--- src/rtl/z_scan_pkg.sv ---
// z_scan_pkg: shared types and constants for the Z-order scan generator.
package z_scan_pkg;
  localparam int Z_BLK_LOG2 = 3;
  localparam int N = 1 << Z_BLK_LOG2;
  localparam int LAST_CNT = N * N - 1;
  typedef enum logic {IDLE = 1'b0, SCAN = 1'b1} state_e;
  function automatic int last_cnt(input int b);
    return (1 << (2 * b)) - 1;
  endfunction
endpackage

--- src/rtl/z_scan_deint.sv ---
// z_scan_deint: de-interleaves a Morton counter (x in even bits, y in odd) into a raster index {y,x}.
module z_scan_deint
  import z_scan_pkg::*;
#(parameter int BLK_LOG2 = Z_BLK_LOG2) (
  input  logic [2*BLK_LOG2-1:0] cnt_i,
  output logic [2*BLK_LOG2-1:0] zid_o
);
  for (genvar i = 0; i < BLK_LOG2; i++) begin : g_bit
    assign zid_o[i]            = cnt_i[2*i];
    assign zid_o[BLK_LOG2 + i] = cnt_i[2*i+1];
  end
endmodule

--- src/rtl/z_scan.sv ---
// z_scan: Z-order scan address generator; sob launches N*N raster indices, one per cycle.
// Optional end-of-block flag on the last position when Z_SCAN_EOB_EN is defined.
module z_scan
  import z_scan_pkg::*;
#(parameter int BLK_LOG2 = Z_BLK_LOG2) (
  input  logic                  clk,
  input  logic                  rst_n,
  input  logic                  sob,
  output logic [2*BLK_LOG2-1:0] zid,
  output logic                  zid_vld
`ifdef Z_SCAN_EOB_EN
  ,
  output logic                  eob
`endif
);
  localparam int ZID_W = 2 * BLK_LOG2;
  localparam logic [ZID_W-1:0] LAST = ZID_W'(last_cnt(BLK_LOG2));
  state_e state_q, state_d;
  logic [ZID_W-1:0] cnt_q, cnt_d, zid_q, zid_d;
  logic eob_q, eob_d;
  // cnt_q tracks the Z position currently on the outputs; a sob always restarts at 0
  always_comb begin
    state_d = (sob || (state_q == SCAN && cnt_q != LAST)) ? SCAN : IDLE;
    cnt_d   = (state_d == SCAN && !sob) ? cnt_q + 1'b1 : '0;
    eob_d   = (state_d == SCAN) && (cnt_d == LAST);
  end
  z_scan_deint #(.BLK_LOG2(BLK_LOG2)) u_deint (.cnt_i(cnt_d), .zid_o(zid_d));
  // rst_n is active-high despite its name
  always_ff @(posedge clk or posedge rst_n) begin
    if (rst_n) begin
      state_q <= IDLE;
      cnt_q   <= '0;
      zid_q   <= '0;
      eob_q   <= 1'b0;
    end else begin
      state_q <= state_d;
      cnt_q   <= cnt_d;
      zid_q   <= zid_d;
      eob_q   <= eob_d;
    end
  end
  assign zid     = zid_q;
  assign zid_vld = (state_q == SCAN);
`ifdef Z_SCAN_EOB_EN
  assign eob = eob_q;
`else
  logic unused_eob;
  assign unused_eob = eob_q;
`endif
endmodule

--- config.mk ---
export PLATFORM = sky130hd
export DESIGN_NAME = z_scan
export DESIGN_NICKNAME = d
export VERILOG_FILES = /design/src/rtl/z_scan_pkg.sv /design/src/rtl/z_scan_deint.sv /design/src/rtl/z_scan.sv
export SDC_FILE = /design/constraint.sdc
export NUM_CORES = 1
export LEC_CHECK = 0
export CAP_MARGIN = 5
export CORE_AREA = 2 2 39 41
export CTS_CLUSTER_SIZE = 10
export DETAILED_ROUTE_END_ITERATION = 12
export DIE_AREA = 0 0 41 43
export PLACE_DENSITY = 0.48
export SLEW_MARGIN = 20
export SYNTH_ARGS = -nofsm -noshare
export SYNTH_HDL_FRONTEND = slang
export SYNTH_SLANG_ARGS = --single-unit
--- constraint.sdc ---
create_clock -name clk -period 1.03 [get_ports clk]
set_input_delay 0.206 -clock clk [delete_from_list [all_inputs] [get_ports clk]]
set_output_delay 0.206 -clock clk [all_outputs]
set_load 0.05 [all_outputs]
==> results.md <==
- Post-DR vias/cell: 4.256
- Non-filler cells, final: 78
- Synth area leaders: dfrtp_1 (57%), nor2_1 (6.1%), xor2_1 (5.7%)
- Sw frac: 0.2732
- WP data arrival: 0.94 ns
- Post-synthesis instance total: 29
- Drt first pass iters: 2
- Die span in y: 43 um
- Post-Syn Area: 307.8 um2
- Mean post-synth cell area: 10.61 um2
- Post-Syn Nets: 33
- Cell with the most instances after synthesis: dfrtp_1
- Final worst slack: -0.1151 ns
- Std cell rows: 14
- Hold WC Path Type: input pin to async pin
- Clk buf depth: 2
- Tcrit/Tclk final: 1.112
- Int Pwr: 543.5 uW
- Setup Viol. Count Final: 13
- DP Area: 583.1 um2
- Global Route Usage Sum: 0.1358
- CP Launch Type: flip-flop
- Post-synth top area share: 0.5691
- First-pass GRT wire length: 1538 um
- Failing checks: negative setup slack
- Sw power: 204.3 uW
- Post-synth top area cell: dfrtp_1
- Die X: 41 um
- Layout fillers: 121
- Hpwl dp: 635.9 um
- Cell variety after synth: 14
- Outcome: finished, violations left
- Endpoint type of the worst setup path: primary output
- Placed Cells: 62
- Pin count of the biggest net entering global routing: 8
- Tmin final: 1.145 ns
- Final RePlAce weighted congestion: 0.7216
- Port Buffers: 9
- Synth Flop Type: dfrtp_1
- Initial antenna violation count: 0
- Global route overflow: 0
- Clock-pin slew on the worst setup and hold paths: 0.05 ns
- Final core utilization: 0.5470
- Area of the multi-input gates: 177.7 um2
- Top Ports: 10
- Max Cap Viol: 0
- CP max FO: 2
- Clock buffer count from CTS: 3
- DRC violations left: 0
- DRT iter0 DRCs: 1
- Routed WL: 919 um
- Leak Pwr: 0.0003306 uW
- WS Path Type: flip-flop to primary output
- RSZ-0062 raised after global routing: true
- Top cells by count, synth: dfrtp_1 (7), nor2_1 (5)
- Post-route ant nets: 0
- Area growth from synthesis to layout: 145.9%
- Worst VDD drop: 0.5924 mV
- Yosys warnings: 0
- Latest clock arrival within the worst-skew pair: 0.26 ns
- Overall Power: 747.8 uW
- Setup Skew: 0.004285 ns
- Clk sinks: 7
- Die area: 1763 um2
- Nets: 67
- DR WL/cell: 11.78 um
- Vias in the first global route: 375
- PD cells: 987.8 nW/um2
- Core Area: 1384 um2
- F_max: 0.8733 GHz
- Worst rel slew slack: 0.8169
- Post-synth EDFFs: 0
- CTS tree: done
- Sequential Power Share: 0.396
- Via count: 332
- Fin. Hold Viols: 0
- Htree depth: 1
- Cell area after layout: 757.0 um2
- FF+latch count, synth: 7
- Sequential Area: 181.4 um2
- Post-synthesis sequential area ratio: 0.5691
- Setup TNS: -1.042 ns
- Async SR Flop Fraction: 1.000
- CTS root buffer: clkbuf_4
- Ant. Diodes: 0
- Starting Density: 0.2224
- Slew @ Worst Pin: 0.2743 ns
- Final Max Tran Viols: 0
- Clock power frac: 0.347
- Required time of the critical path: 0.82 ns
- Share of cells above drive strength 1: 0.6935
- Comb pwr share: 0.258
placed cells by master (no fill, tap or decap):
cell	count
buf_4	11
buf_6	9
buf_12	7
nor2_1	5
dfrtp_2	5
clkbuf_4	3
nand2b_1	2
nand2_1	2
inv_1	2
dfrtp_1	2
clkdlybuf4s50_1	2
nand3_4	1
xor2_1	1
o21bai_4	1
nand3_2	1
xor2_2	1
xnor2_1	1
o21ai_2	1
o21ai_0	1
or3_4	1
a21oi_2	1
ha_4	1
clkbuf_1	1
timing repair:
action / CTS / global route
pin swaps: 3 / 5
resized for setup: 9 / 5
hold buffers: 0 / 0
setup buffers: 10 / 2
cloned: 0 / 0
endpoints found under the setup margin: 12 / 14
power by group through the flow:
stage          Combinational (uW)  Sequential (uW)  Clock [uW]
6_report                      193              296         259
5_1_grt                       207              297         276
4_1_cts                       183              293         266
3_5_place_dp                  148              305           0
3_3_place_gp                  145              304           0
2_1_floorplan                30.5              339           0
worst paths after layout:
path / startpoint / to / slack, ns / cells after the start
setup reg to reg: zid[3]$_DFF_PP0_ / zid[2]$_DFF_PP0_ / -0.10 / 5
max in group asynchronous: rst_n / zid[4]$_DFF_PP0_ / 0.60 / 2
hold / removal: rst_n / zid[3]$_DFF_PP0_ / 0.20 / 2
hold reg to reg: zid[0]$_DFF_PP0_ / zid[0]$_DFF_PP0_ / 0.55 / 2
setup / recovery: zid[1]$_DFF_PP0_ / zid[1] / -0.12 / 2
min in group clk: sob / zid_vld$_DFF_PP0_ / 0.54 / 2
layout make-up:
cell class                 count  area share
timing repair buffer          29      0.4545
inverter                       2    0.009917
tap                           16     0.02645
sequential                     7      0.2397
multi-input combinational     20      0.2347
clock buffer                   4     0.03471
kinds of logic (layout without fill, tap and decap cells):
kind of cell | count (synthesis) | in the layout | share of synthesized area
flip-flops | 7 | 7 | 0.5691
AO/OA/AOI/OAI | 4 | 4 | 0.08538
AND/OR/NAND/NOR | 12 | 12 | 0.1951
adder cells (fa/ha/maj) | 1 | 1 | 0.04064
XOR/XNOR | 3 | 3 | 0.08538
buffers and inverters | 2 | 35 | 0.02440
flip-flops by register name (all words and copies together) (netlist names):
name     count
zid          5
cnt_q        1
zid_vld      1
per-layer routing:
metal	GRT usage	share of wire	vias to the layer above
met4	0.1000	0.037	0
met2	0.2031	0.56	10
li1	-	-	160
met5	0	0	-
met1	0.1589	0.36	157
met3	0.03141	0.044	5
per-stage QoR:
stage,worst slack [ns],hold slack (ns)
2_1_floorplan,-0.1502,0.009055
3_3_place_gp,-0.1233,0.4511
3_5_place_dp,-0.1560,0.4934
4_1_cts,-0.1052,0.2122
5_1_grt,-0.1543,0.2366
6_report,-0.1151,0.1962
critical path, stage by stage, from the launching register on:
cell     delay (ns)
dfrtp_2        0.42
buf_6          0.13
buf_12         0.14
No activity file was read; power rests on OpenSTA's default activity.
